--- src/rtl/minimig_reset_ctrl.sv ---
// Reset scheduler: merges all reset sources into a sequenced peripheral/CPU reset pair
// and owns the bootrom mapping flag.
module minimig_reset_ctrl #(
   parameter int HOLD_CNT = 4,
   parameter int STAGGER  = 8,
   parameter int RSTI_LEN = 124
) (
   input  logic       clk,
   input  logic       _rst,
   input  logic       clk7_en,
   input  logic       cnt,
   input  logic       hps_rst,
   input  logic       kbd_rst,
   input  logic       hps_cold,
   input  logic       boot_done,
   input  logic       cpu_rsti,
   output logic       reset_periph,
   output logic       reset_cpu,
   output logic       boot,
   output logic       busy,
   output logic [2:0] cause
);

   localparam int HW = $clog2(HOLD_CNT + 1);
   localparam int SW = $clog2(STAGGER + 1);
   localparam int RW = $clog2(RSTI_LEN + 1);

   typedef enum logic [2:0] {S_HOLD, S_DRAIN, S_STAG, S_RUN, S_RSTI} state_t;

   state_t        state, state_n;
   logic [HW-1:0] hold_cnt, hold_n;
   logic [SW-1:0] stg_cnt, stg_n;
   logic [RW-1:0] rsti_cnt, rsti_n;
   logic [2:0]    cause_n;
   logic          boot_n;
   logic          hps_s1, hps_s2, hps_s3;
   logic          kbd_s1, kbd_s2, kbd_s3;
   logic          hps_rise, kbd_rise, bd_ok, req;
   logic [2:0]    req_cause;

   // A level held asserted counts as one request (its rising edge); DRAIN waits it out.
   always_comb begin
      hps_rise  = hps_s2 & ~hps_s3;
      kbd_rise  = kbd_s2 & ~kbd_s3;
      bd_ok     = boot_done & boot;
      req       = hps_cold | hps_rise | kbd_rise | bd_ok;
      req_cause = hps_cold ? 3'd2 :
                  hps_rise ? 3'd3 :
                  kbd_rise ? 3'd4 : 3'd5;
   end

   always_comb begin
      state_n = state;
      hold_n  = hold_cnt;
      stg_n   = stg_cnt;
      rsti_n  = rsti_cnt;
      cause_n = cause;
      boot_n  = boot;
      if (clk7_en) begin
         if (hps_cold)
            boot_n = 1'b1;
         else if (bd_ok)
            boot_n = 1'b0;

         if (req) begin
            state_n = S_HOLD;
            hold_n  = '0;
            cause_n = req_cause;
         end else begin
            unique case (state)
               S_HOLD: begin
                  if (hold_cnt == HW'(HOLD_CNT))
                     state_n = S_DRAIN;
                  else if (cnt)
                     hold_n = hold_cnt + 1'b1;
               end
               S_DRAIN: begin
                  if (!hps_s2 && !kbd_s2) begin
                     state_n = S_STAG;
                     stg_n   = '0;
                  end
               end
               S_STAG: begin
                  if (stg_cnt == SW'(STAGGER - 1))
                     state_n = S_RUN;
                  else
                     stg_n = stg_cnt + 1'b1;
               end
               S_RUN: begin
                  if (cpu_rsti) begin
                     state_n = S_RSTI;
                     rsti_n  = '0;
                     cause_n = 3'd6;
                  end
               end
               S_RSTI: begin
                  if (rsti_cnt == RW'(RSTI_LEN - 1))
                     state_n = S_RUN;
                  else
                     rsti_n = rsti_cnt + 1'b1;
               end
               default: state_n = S_HOLD;
            endcase
         end
      end
   end

   // Outputs are registered from the next state so they change on the accepting edge.
   always_ff @(posedge clk or negedge _rst) begin
      if (!_rst) begin
         state        <= S_HOLD;
         hold_cnt     <= '0;
         stg_cnt      <= '0;
         rsti_cnt     <= '0;
         hps_s1       <= 1'b0;
         hps_s2       <= 1'b0;
         hps_s3       <= 1'b0;
         kbd_s1       <= 1'b0;
         kbd_s2       <= 1'b0;
         kbd_s3       <= 1'b0;
         reset_periph <= 1'b1;
         reset_cpu    <= 1'b1;
         boot         <= 1'b1;
         busy         <= 1'b1;
         cause        <= 3'd1;
      end else begin
         if (clk7_en) begin
            hps_s1 <= hps_rst;
            hps_s2 <= hps_s1;
            hps_s3 <= hps_s2;
            kbd_s1 <= kbd_rst;
            kbd_s2 <= kbd_s1;
            kbd_s3 <= kbd_s2;
         end
         state        <= state_n;
         hold_cnt     <= hold_n;
         stg_cnt      <= stg_n;
         rsti_cnt     <= rsti_n;
         boot         <= boot_n;
         cause        <= cause_n;
         reset_periph <= !(state_n == S_RUN || state_n == S_STAG);
         reset_cpu    <= !(state_n == S_RUN || state_n == S_RSTI);
         busy         <= (state_n != S_RUN);
      end
   end

endmodule
--- config.mk ---
export PLATFORM = sky130hd
export DESIGN_NAME = minimig_reset_ctrl
export DESIGN_NICKNAME = d
export VERILOG_FILES = /design/src/rtl/minimig_reset_ctrl.sv
export SDC_FILE = /design/constraint.sdc
export NUM_CORES = 1
export LEC_CHECK = 0
export ABC_AREA = 1
export BUFFER_PORTS_ARGS = -buffer_cell sky130_fd_sc_hd__buf_2
export CAP_MARGIN = 20
export CORE_ASPECT_RATIO = 0.8
export CORE_MARGIN = 1
export CORE_UTILIZATION = 58
export CTS_CLUSTER_DIAMETER = 200
export DETAILED_ROUTE_END_ITERATION = 10
export PLACE_DENSITY = 0.87
export SYNTH_ARGS = -nofsm -noshare
export SYNTH_HDL_FRONTEND = slang
export SYNTH_SLANG_ARGS = --single-unit
--- constraint.sdc ---
create_clock -name clk -period 2 [get_ports clk]
set_input_delay 0 -clock clk [delete_from_list [all_inputs] [get_ports clk]]
set_output_delay 0 -clock clk [all_outputs]
set_load 0.1 [all_outputs]
* After elaboration in Yosys (flattened, before gate mapping) *
Cells that the tools add are included.

storage, ports and cells
  input bits = 9
  word-level logic and storage cells = 89
  flip-flop bits (word level) = 30
  output and inout bits = 7

operators by class
  reduce and logical (&&, ||, !) cells = 20
  bitwise gates (word level) = 9
  equal/unequal tests = 16
  multiplexer cells = 26
  add/subtract/negate cells = 3

operators by type and width
  kind                                                                     number
  3-bit 2-to-1 mux                                                         16
  3-bit one-hot mux with 5 select lines                                    1
  7-bit 2-to-1 mux                                                         2
  7-bit one-hot mux with 2 select lines                                    1
  2-bit nonzero test                                                       7
  3-bit by 2-bit equality test with 1-bit output, second input constant    4
  2-bit inequality test, second input constant                             5
  5-bit AND reduction                                                      2
  3-bit equality test, second input constant                               3
  4-bit 2-to-1 mux                                                         2
  4-bit one-hot mux with 2 select lines                                    1
  7-bit by 1-bit adder with 7-bit output, second input constant            1
  7-bit equality test, second input constant                               1
  4-bit by 1-bit adder with 4-bit output, second input constant            1
  4-bit by 3-bit equality test with 1-bit output, second input constant    1
  1-bit logical NOT                                                        4
  4-bit AND reduction                                                      1
  3-bit by 1-bit adder with 3-bit output, second input constant            1
  1-bit AND                                                                3
  3-bit by 1-bit equality test with 1-bit output, second input constant    1
  3-bit logical NOT                                                        1
  1-bit 2-to-1 mux                                                         3
  3-bit by 2-bit inequality test with 1-bit output, second input constant  1
  1-bit inverter                                                           3
  5 further kinds                                                          8

* Logic depth before layout (Yosys ltp) *
Gate-level depths: netlist of the first run.

  word-level depth = 10
  gate-level depth with buffers = 11
  depth with buffers taken out = 11

* Least setup slack after synthesis of the first run *
Ideal clock, no wire load.

  path kind = register to register
  start = reg boot
  end = reg reset_cpu
  cell stages (with the launch flop) = 12
  period minus slack after synthesis = 1.705 ns
  arrival time = 1.629 ns
  library setup time = 0.076 ns
  path buffers = 0
  path slack = 0.295 ns
  cell sequence = dfstp_2 > nand2_1 > inv_1 > nor2_1 > nand3_2 > inv_1 > nand2_4 > nand2_4 > inv_2 > nand2_2 > nor2_2 > nor2_1

on the way
  longest elaborated chain between the ends = 7
  elaborated cells on any way between the ends = 8
  classes of those cells = 2 x eq/ne; 2 x mux; 2 x bitwise; 2 x reduce/logical

ends and longest elaborated chain
  element                                                                                       RTL line  RTL
  start: declaration                                                                            19        output logic boot,
  start signal: assignment                                                                      139       boot <= boot_n;
  1-bit AND *                                                                                   45        bd_ok = boot_done & boot;
  1-bit OR *                                                                                    46        req = hps_cold | hps_rise | kbd_rise | bd_ok;
  3-bit 2-to-1 mux *                                                                            65        if (req) begin
  3-bit 2-to-1 mux *                                                                            59        if (clk7_en) begin
  named net state_n[2]                                                                          30        state_t state, state_n;
  3-bit by 2-bit equality test with 1-bit output / 3-bit equality test (equally long branches)  142       reset_cpu <= !(state_n == S_RUN || state_n == S_RSTI);
  1-bit logical OR *                                                                            142
  1-bit logical NOT *                                                                           142
  end signal: assignment                                                                        142
  end: declaration                                                                              18        output logic reset_cpu,

The timed path passes the listed nets; every way through them passes the cells marked *.
A chain may end at the register's enable or synchronous reset.

* Worst setup path after layout of the first run *
  start = reg rsti_cnt[0]
  end = reg busy

on the way
  longest elaborated chain between the ends = 6

ends and longest elaborated chain
  element                                           RTL line  RTL
  start: declaration                                33        logic [RW-1:0] rsti_cnt, rsti_n;
  start signal: assignment                          138       rsti_cnt <= rsti_n;
  7-bit equality test                               97        if (rsti_cnt == RW'(RSTI_LEN - 1))
  3-bit 2-to-1 mux                                  97
  3-bit one-hot mux with 5 select lines             70        unique case (state)
  3-bit 2-to-1 mux                                  65
  3-bit 2-to-1 mux                                  59
  named net state_n[1]                              30
  3-bit by 2-bit inequality test with 1-bit output  143       busy <= (state_n != S_RUN);
  end signal: assignment                            143
  end: declaration                                  20        output logic busy,

The timed path passes the listed nets, and every way through them passes these cells.

==> flow_metrics.py, run 1 <==
metrics = {
    "run_status": {
        "status": "completed",
    },
    "hold_path": {
        "whs_endpoint": "kbd_s1",
        "worstHoldStart": "clk7_en",
        "hp-class": "primary input to flop",
        "hold-path-cell-count": 3,
    },
    "route": {
        "drtIter0Drc": 76,
        "dr_total_vias": 1397,
        "ant_nets": 0,
        "wl_per_cell_um": 11.8,
        "drc": 0,
        "postRouteWirelength_um": 3120,
        "dr.pass1.iters": 4,
        "vias_per_cell": 5.29,
    },
    "pwr": {
        "vdd_ir_drop_max_mv": 0.573,
        "seqPwrFrac_pct": 51.8,
        "power_mw": 1.33,
        "netSwitchingFraction_pct": 33.0,
        "p_clk_share_pct": 27.7,
        "p_per_area_nw_per_um2": 726,
        "p_leak_nw": 0.911,
        "pwr-share-comb_pct": 20.5,
        "p_sw_uw": 439,
        "p_int_uw": 894,
    },
    "setup_path": {
        "critical_path.top_delay_family": "simple AND/OR/NAND/NOR gates",
        "crit_path_end_kind": "flop",
        "path_class": "flop to flop",
        "max_stage_delay_ps": 400,
        "arrival_ps": 1860,
        "crit_fanout": 6,
        "regToRegStartpoint": "rsti_cnt[0]",
        "slowest_stage": "dfrtp_1",
        "start_kind": "flop",
        "rr_worst_depth": 10,
        "cp_num_buf_inv": 1,
        "crit_chain": "ha_1 > nand3_1 > nor2_1 > nand2_1 > nand3_1 > nand2_1 > nand2_2 > nand2_2 > nor2_2 > inv_1",
        "r2r_slack_ps": 410,
        "regToRegEndpoint": "busy",
        "critPathRequiredTime_ps": 2280,
    },
    "die": {
        "die_h_um": 49.2,
        "ios": 16,
        "die_x_um": 61.0,
        "core_area_um2": 2540,
        "start_util_pct": 63.4,
        "die_area_um2": 3000,
        "rows": 16,
    },
    "clocking": {
        "clkTransAtPathRegs_ps": 90,
        "cts_buffers": 5,
        "cts_max_path_buffers": 2,
        "clock_sinks": 30,
        "clock-root-buffer": "clkbuf_4",
        "post-cts-setup-buffers": 0,
        "cts_tree": "built",
        "h-tree-depth": 2,
        "insertion_delay_ps": 340,
    },
    "global_routing": {
        "grt.overflow.total": 0,
        "grt_use_met2_pct": 36.4,
        "antenna_found_initial": 0,
        "grt_usage_pct": 25.0,
        "grt_pass1_wl_um": 5340,
        "grt_max_degree": 31,
        "grt_busiest_layer": "met2",
        "grt_use_met1_pct": 32.6,
        "use_met3_pct": 8.22,
        "grt_pass1_vias": 1281,
    },
    "place": {
        "gp_congestion": 0.859,
        "placed_cell_area_um2": 1730,
        "dp_hpwl_um": 2270,
        "port_buffers": 15,
        "dp.cells": 251,
        "dp_slack_ps": 407,
    },
    "sta": {
        "tightest_slew_ps": 626,
        "worst_slack_ps": 411,
        "maxSlewViolCount": 0,
        "setup_viol": 0,
        "skew_ps": 7.16,
        "hold_violations": 0,
        "max_freq_mhz": 629,
        "fin_crit_sh_pct": 79.4,
        "setup_tns_ps": 0,
        "maxSlewHeadroom_pct": 58.3,
        "layout_min_cycle_time_ps": 1590,
        "rsz0062_at_grt": "false",
    },
    "cells_and_area": {
        "antenna_cells": 0,
        "layout.nets": 240,
        "final_area_um2": 1840,
        "layout.cells.non_filler": 264,
        "area_growth_pct": 13.8,
        "drive_above_1_share_pct": 22.4,
        "fill_cells": 197,
    },
    "yosys": {
        "avgSynthCellArea_um2": 7.98,
        "seq_area_frac_synth_pct": 46.9,
        "netlist_instances": 202,
        "ys_warn_count": 0,
        "syn-cell-area_um2": 1610,
        "syn-num-nets": 215,
        "synth-seq-cells": 30,
        "synthDistinctLibCells": 26,
    },
    "run": {
        "maxCapViolations": 0,
    },
}
through the flow:
stage / util (%) / hold slack [ps]
2_1_floorplan: - / -296
3_3_place_gp: 67.9 / 57.9
3_5_place_dp: 67.9 / 54.0
4_1_cts: 72.2 / 10.6
5_1_grt: 72.2 / 39.2
6_report: 72.2 / 35.4
cell families after synthesis:
logic type / synth area share [%]
AO/OA/AOI/OAI: 11.6
adder cells (fa/ha/maj): 3.10
buffers and inverters: 7.14
flip-flops: 46.9
XOR/XNOR: 1.09
AND/OR/NAND/NOR: 30.2
state kept, by name, summed over array words and instances, names as in the netlist:
name	flops
boot	1
busy	1
cause	3
hold_cnt	3
hps_s1	1
hps_s2	1
hps_s3	1
kbd_s1	1
kbd_s2	1
kbd_s3	1
reset_cpu	1
reset_periph	1
rsti_cnt	7
state	3
stg_cnt	4
Yosys cell counts:
| library cell | count | area (um2) |
|---|---|---|
| o21ai_0 | 13 | 65.1 |
| dfstp_2 | 5 | 131 |
| a22o_1 | 1 | 8.76 |
| nand2_1 | 48 | 180 |
| nor2_2 | 3 | 18.8 |
| nand2_4 | 3 | 33.8 |
| nand3_1 | 20 | 100 |
| nand4_1 | 2 | 12.5 |
| a21boi_1 | 1 | 7.51 |
| nor3_1 | 2 | 10.0 |
| inv_1 | 22 | 82.6 |
| inv_4 | 1 | 6.26 |
| nor2_4 | 2 | 22.5 |
| nand2_2 | 5 | 31.3 |
| o31ai_1 | 1 | 7.51 |
| ha_1 | 4 | 50.1 |
| dfrtp_1 | 25 | 626 |
| o21ai_2 | 3 | 26.3 |
| a21oi_2 | 1 | 8.76 |
| a31oi_1 | 2 | 12.5 |
| clkbuf_1 | 2 | 7.51 |
| a21oi_1 | 10 | 50.1 |
| inv_2 | 5 | 18.8 |
| xor2_1 | 2 | 17.5 |
| nor2_1 | 18 | 67.6 |
| nand3_2 | 1 | 10.0 |
repair_timing:
action | in CTS | in global routing
hold buffers | 5 | 0
hold endpoints to repair | 30 | 0
resized for setup | 0 | 0
cell usage in the layout (no fill, tap or decap), types with 2 or more instances in the layout:
cell	synthesis	routed
dlygate4sd3_1	0	5
nor2_2	3	3
nand2_2	5	5
o21ai_2	3	3
xor2_1	2	2
nor2_4	2	2
nand2_1	48	48
inv_2	5	5
nand4_1	2	2
clkbuf_4	0	5
ha_1	4	4
buf_2	0	15
nand2_4	3	3
inv_1	22	22
a21oi_1	10	10
dfrtp_1	25	25
a31oi_1	2	2
dfstp_2	5	5
nor2_1	18	18
o21ai_0	13	13
nor3_1	2	2
nand3_1	20	20
power groups by stage:
| stage | registers [mW] | clock network [mW] | logic, mW |
|---|---|---|---|
| after floorplan | 0.797 | 0 | 0.104 |
| after global placement | 0.699 | 0 | 0.257 |
| after detailed placement | 0.701 | 0 | 0.262 |
| after CTS | 0.690 | 0.379 | 0.272 |
| after global routing | 0.700 | 0.407 | 0.301 |
| final | 0.691 | 0.369 | 0.274 |
how the worst max path moves through the flow:
stage	startpoint	end	slack, ps	cells past startpoint
final	rsti_cnt[0]	busy	410	10
after global routing	rsti_cnt[0]	busy	270	10
after CTS	rsti_cnt[0]	busy	400	10
after detailed placement	rsti_cnt[0]	busy	410	10
after global placement	rsti_cnt[0]	reset_cpu	490	10
after floorplan	boot	reset_cpu	300	11
worst reg2reg max path, stage by stage (launching register included):
cell and delay (ps):
dfrtp_1 400, ha_1 280, nand3_1 150, nor2_1 170
nand2_1 70, nand3_1 80, nand2_1 70, nand2_2 80
nand2_2 60, nor2_2 130, inv_1 60
routing by layer:
layer	vias to the layer above	part of all wire [%]
met2	43	43
li1	706	-
met4	0	2.5
met1	637	48
met3	11	6.4
met5	-	0
cell type report:
cell class | instances | area, um2 | share of cell area (%)
Clock buffer | 7 | 55.1 | 3.00
Clock inverter | 1 | 5.00 | 0.273
Inverter | 28 | 108 | 5.86
Multi-Input combinational cell | 142 | 741 | 40.4
Sequential cell | 30 | 757 | 41.2
Tap cell | 36 | 45.0 | 2.45
Timing Repair Buffer | 20 | 125 | 6.82
Power figures use the tool's default switching activity.
==> run 2, diff against run 1 <==
Settings changed: CORE_UTILIZATION 58 to 52, PLACE_DENSITY 0.87 to 0.83.
Clock period 2 ns to 1.4 ns, I/O delays scaled along.
==> run 2 against run 1 <==
Compared with the run above: worst setup slack lost 460 ps; the run now ends with negative setup slack left; critical path type unchanged; cell count up 9.5%; hold slack got worse by 10 ps.
==> flow_metrics.py, run 2 (synthesis results as in run 1) <==
metrics = {
    "run_status": {
        "status": "finished with violations",
        "violations": "negative setup slack",
    },
    "place": {
        "dp_slack_ps": -99.5,
        "placed_cell_area_um2": 1860,
        "dp.cells": 269,
        "dp_hpwl_um": 2450,
        "port_buffers": 15,
        "gp_congestion": 0.828,
    },
    "clocking": {
        "cts_max_path_buffers": 2,
        "insertion_delay_ps": 290,
        "clock_sinks": 30,
        "clock-root-buffer": "clkbuf_8",
        "cts_tree": "built",
        "clkTransAtPathRegs_ps": 60,
        "cts_buffers": 5,
        "h-tree-depth": 2,
    },
    "route": {
        "dr_total_vias": 1513,
        "drtIter0Drc": 105,
        "postRouteWirelength_um": 3940,
        "wl_per_cell_um": 13.6,
        "vias_per_cell": 5.24,
        "dr_wl_met3_um": 229,
        "top_layer": "met4",
        "dr.pass1.iters": 4,
        "wl_met2_um": 1880,
        "ant_nets": 0,
        "drc": 0,
        "wl_met1_um": 1680,
    },
    "cells_and_area": {
        "reg.largest.list": "rsti_cnt: 7 flops, stg_cnt: 4 flops",
        "area_growth_pct": 36.0,
        "regMostFlops": "rsti_cnt",
        "antenna_cells": 0,
        "final_common_cell": "nand2_1",
        "largest_register_ffs": 7,
        "drive_above_1_share_pct": 42.2,
        "layout.cells.non_filler": 289,
        "layout.nets": 263,
        "layout_common_cells": "nand2_1 (40), dfrtp_1 (23), buf_4 (23)",
        "final_area_um2": 2190,
    },
    "setup_path": {
        "start_kind": "flop",
        "crit_path_end_kind": "flop",
        "max_stage_delay_ps": 630,
        "critPathRequiredTime_ps": 1610,
        "crit_chain": "nand2_4 > inv_4 > nor2_4 > nand2_2 > inv_2 > a21oi_4 > nand3_1 > o21ai_1",
        "slowest_stage": "dfstp_4",
        "crit_fanout": 5,
        "path_class": "flop to flop",
        "arrival_ps": 1660,
    },
    "sta": {
        "fin_crit_sh_pct": 103,
        "tightest_slew_ps": 658,
        "max_freq_mhz": 692,
        "setup_viol": 8,
        "setup_tns_ps": -252,
        "layout_min_cycle_time_ps": 1450,
        "skew_ps": 7.24,
        "maxSlewViolCount": 0,
        "worst_slack_ps": -46.0,
        "maxSlewHeadroom_pct": 56.1,
        "rsz0062_at_grt": "true",
        "hold_violations": 0,
    },
    "die": {
        "rows": 17,
        "ios": 16,
        "die_x_um": 64.3,
        "start_util_pct": 56.6,
        "die_h_um": 51.8,
        "core_area_um2": 2850,
        "die_area_um2": 3330,
    },
    "pwr": {
        "vdd_ir_drop_max_mv": 1.05,
        "p_per_area_nw_per_um2": 1000,
        "power_mw": 2.19,
        "p_leak_nw": 1.05,
    },
    "run": {
        "maxCapViolations": 0,
    },
    "global_routing": {
        "grt_usage_pct": 25.8,
        "grt_pass1_wl_um": 6220,
        "grt_max_degree": 31,
        "grt_pass1_vias": 1411,
        "grt.overflow.total": 0,
        "antenna_found_initial": 0,
    },
    "hold_path": {
        "hp-class": "primary input to flop",
    },
}
run 2: where the power goes:
| part | switching [mW] | internal, mW |
|---|---|---|
| sequential | 0.0513 | 0.945 |
| clock | 0.316 | 0.395 |
| combinational | 0.343 | 0.145 |
| total | 0.710 | 1.48 |
run 2: worst paths after layout:
kind,from,endpoint,slack [ps],cells past startpoint
setup / recovery,boot,cause[0],-50,8
hold / removal,hps_cold,boot,20,2
setup reg to reg,boot,cause[0],-50,8
hold reg to reg,hps_s1,hps_s1,490,2
max in group asynchronous,_rst,hps_s2,660,2
min in group asynchronous,_rst,rsti_cnt[5],270,2
run 2: layout make-up:
cell class / count / area [um2]
tap: 38 / 47.5
sequential: 30 / 763
clock buffer: 7 / 86.3
fill: 186 / 657
clock inverter: 1 / 5.00
timing repair buffer: 43 / 300
multi-input combinational: 142 / 878
inverter: 28 / 113
run 2: worst max-delay path: cells and delay by family, from the launching register on:
kind,cells,cell delay (ps)
buffers and inverters,2,110
AO/OA/AOI/OAI,2,320
flip-flops,1,630
AND/OR/NAND/NOR,4,300
run 2: routing by layer:
metal  up-vias  track usage, %
li1        748               -
met1       694            31.5
met2        52            40.4
met3        19            7.24
met4         0            16.7
met5         -               0
run 2: stage by stage:
stage          hold slack, ps  utilization [%]
2_1_floorplan            -296                -
3_3_place_gp             59.5             65.1
3_5_place_dp             64.0             65.1
4_1_cts                 0.186             71.6
5_1_grt                  38.6             77.0
6_report                 24.9             77.0
run 2: what timing repair did:
action,CTS,global route
endpoints found under the setup margin,13,20
setup buffers,3,6
hold endpoints to repair,27,0
gates cloned,0,0
pin swaps,9,12
gates resized for setup,11,32
hold buffers,3,0
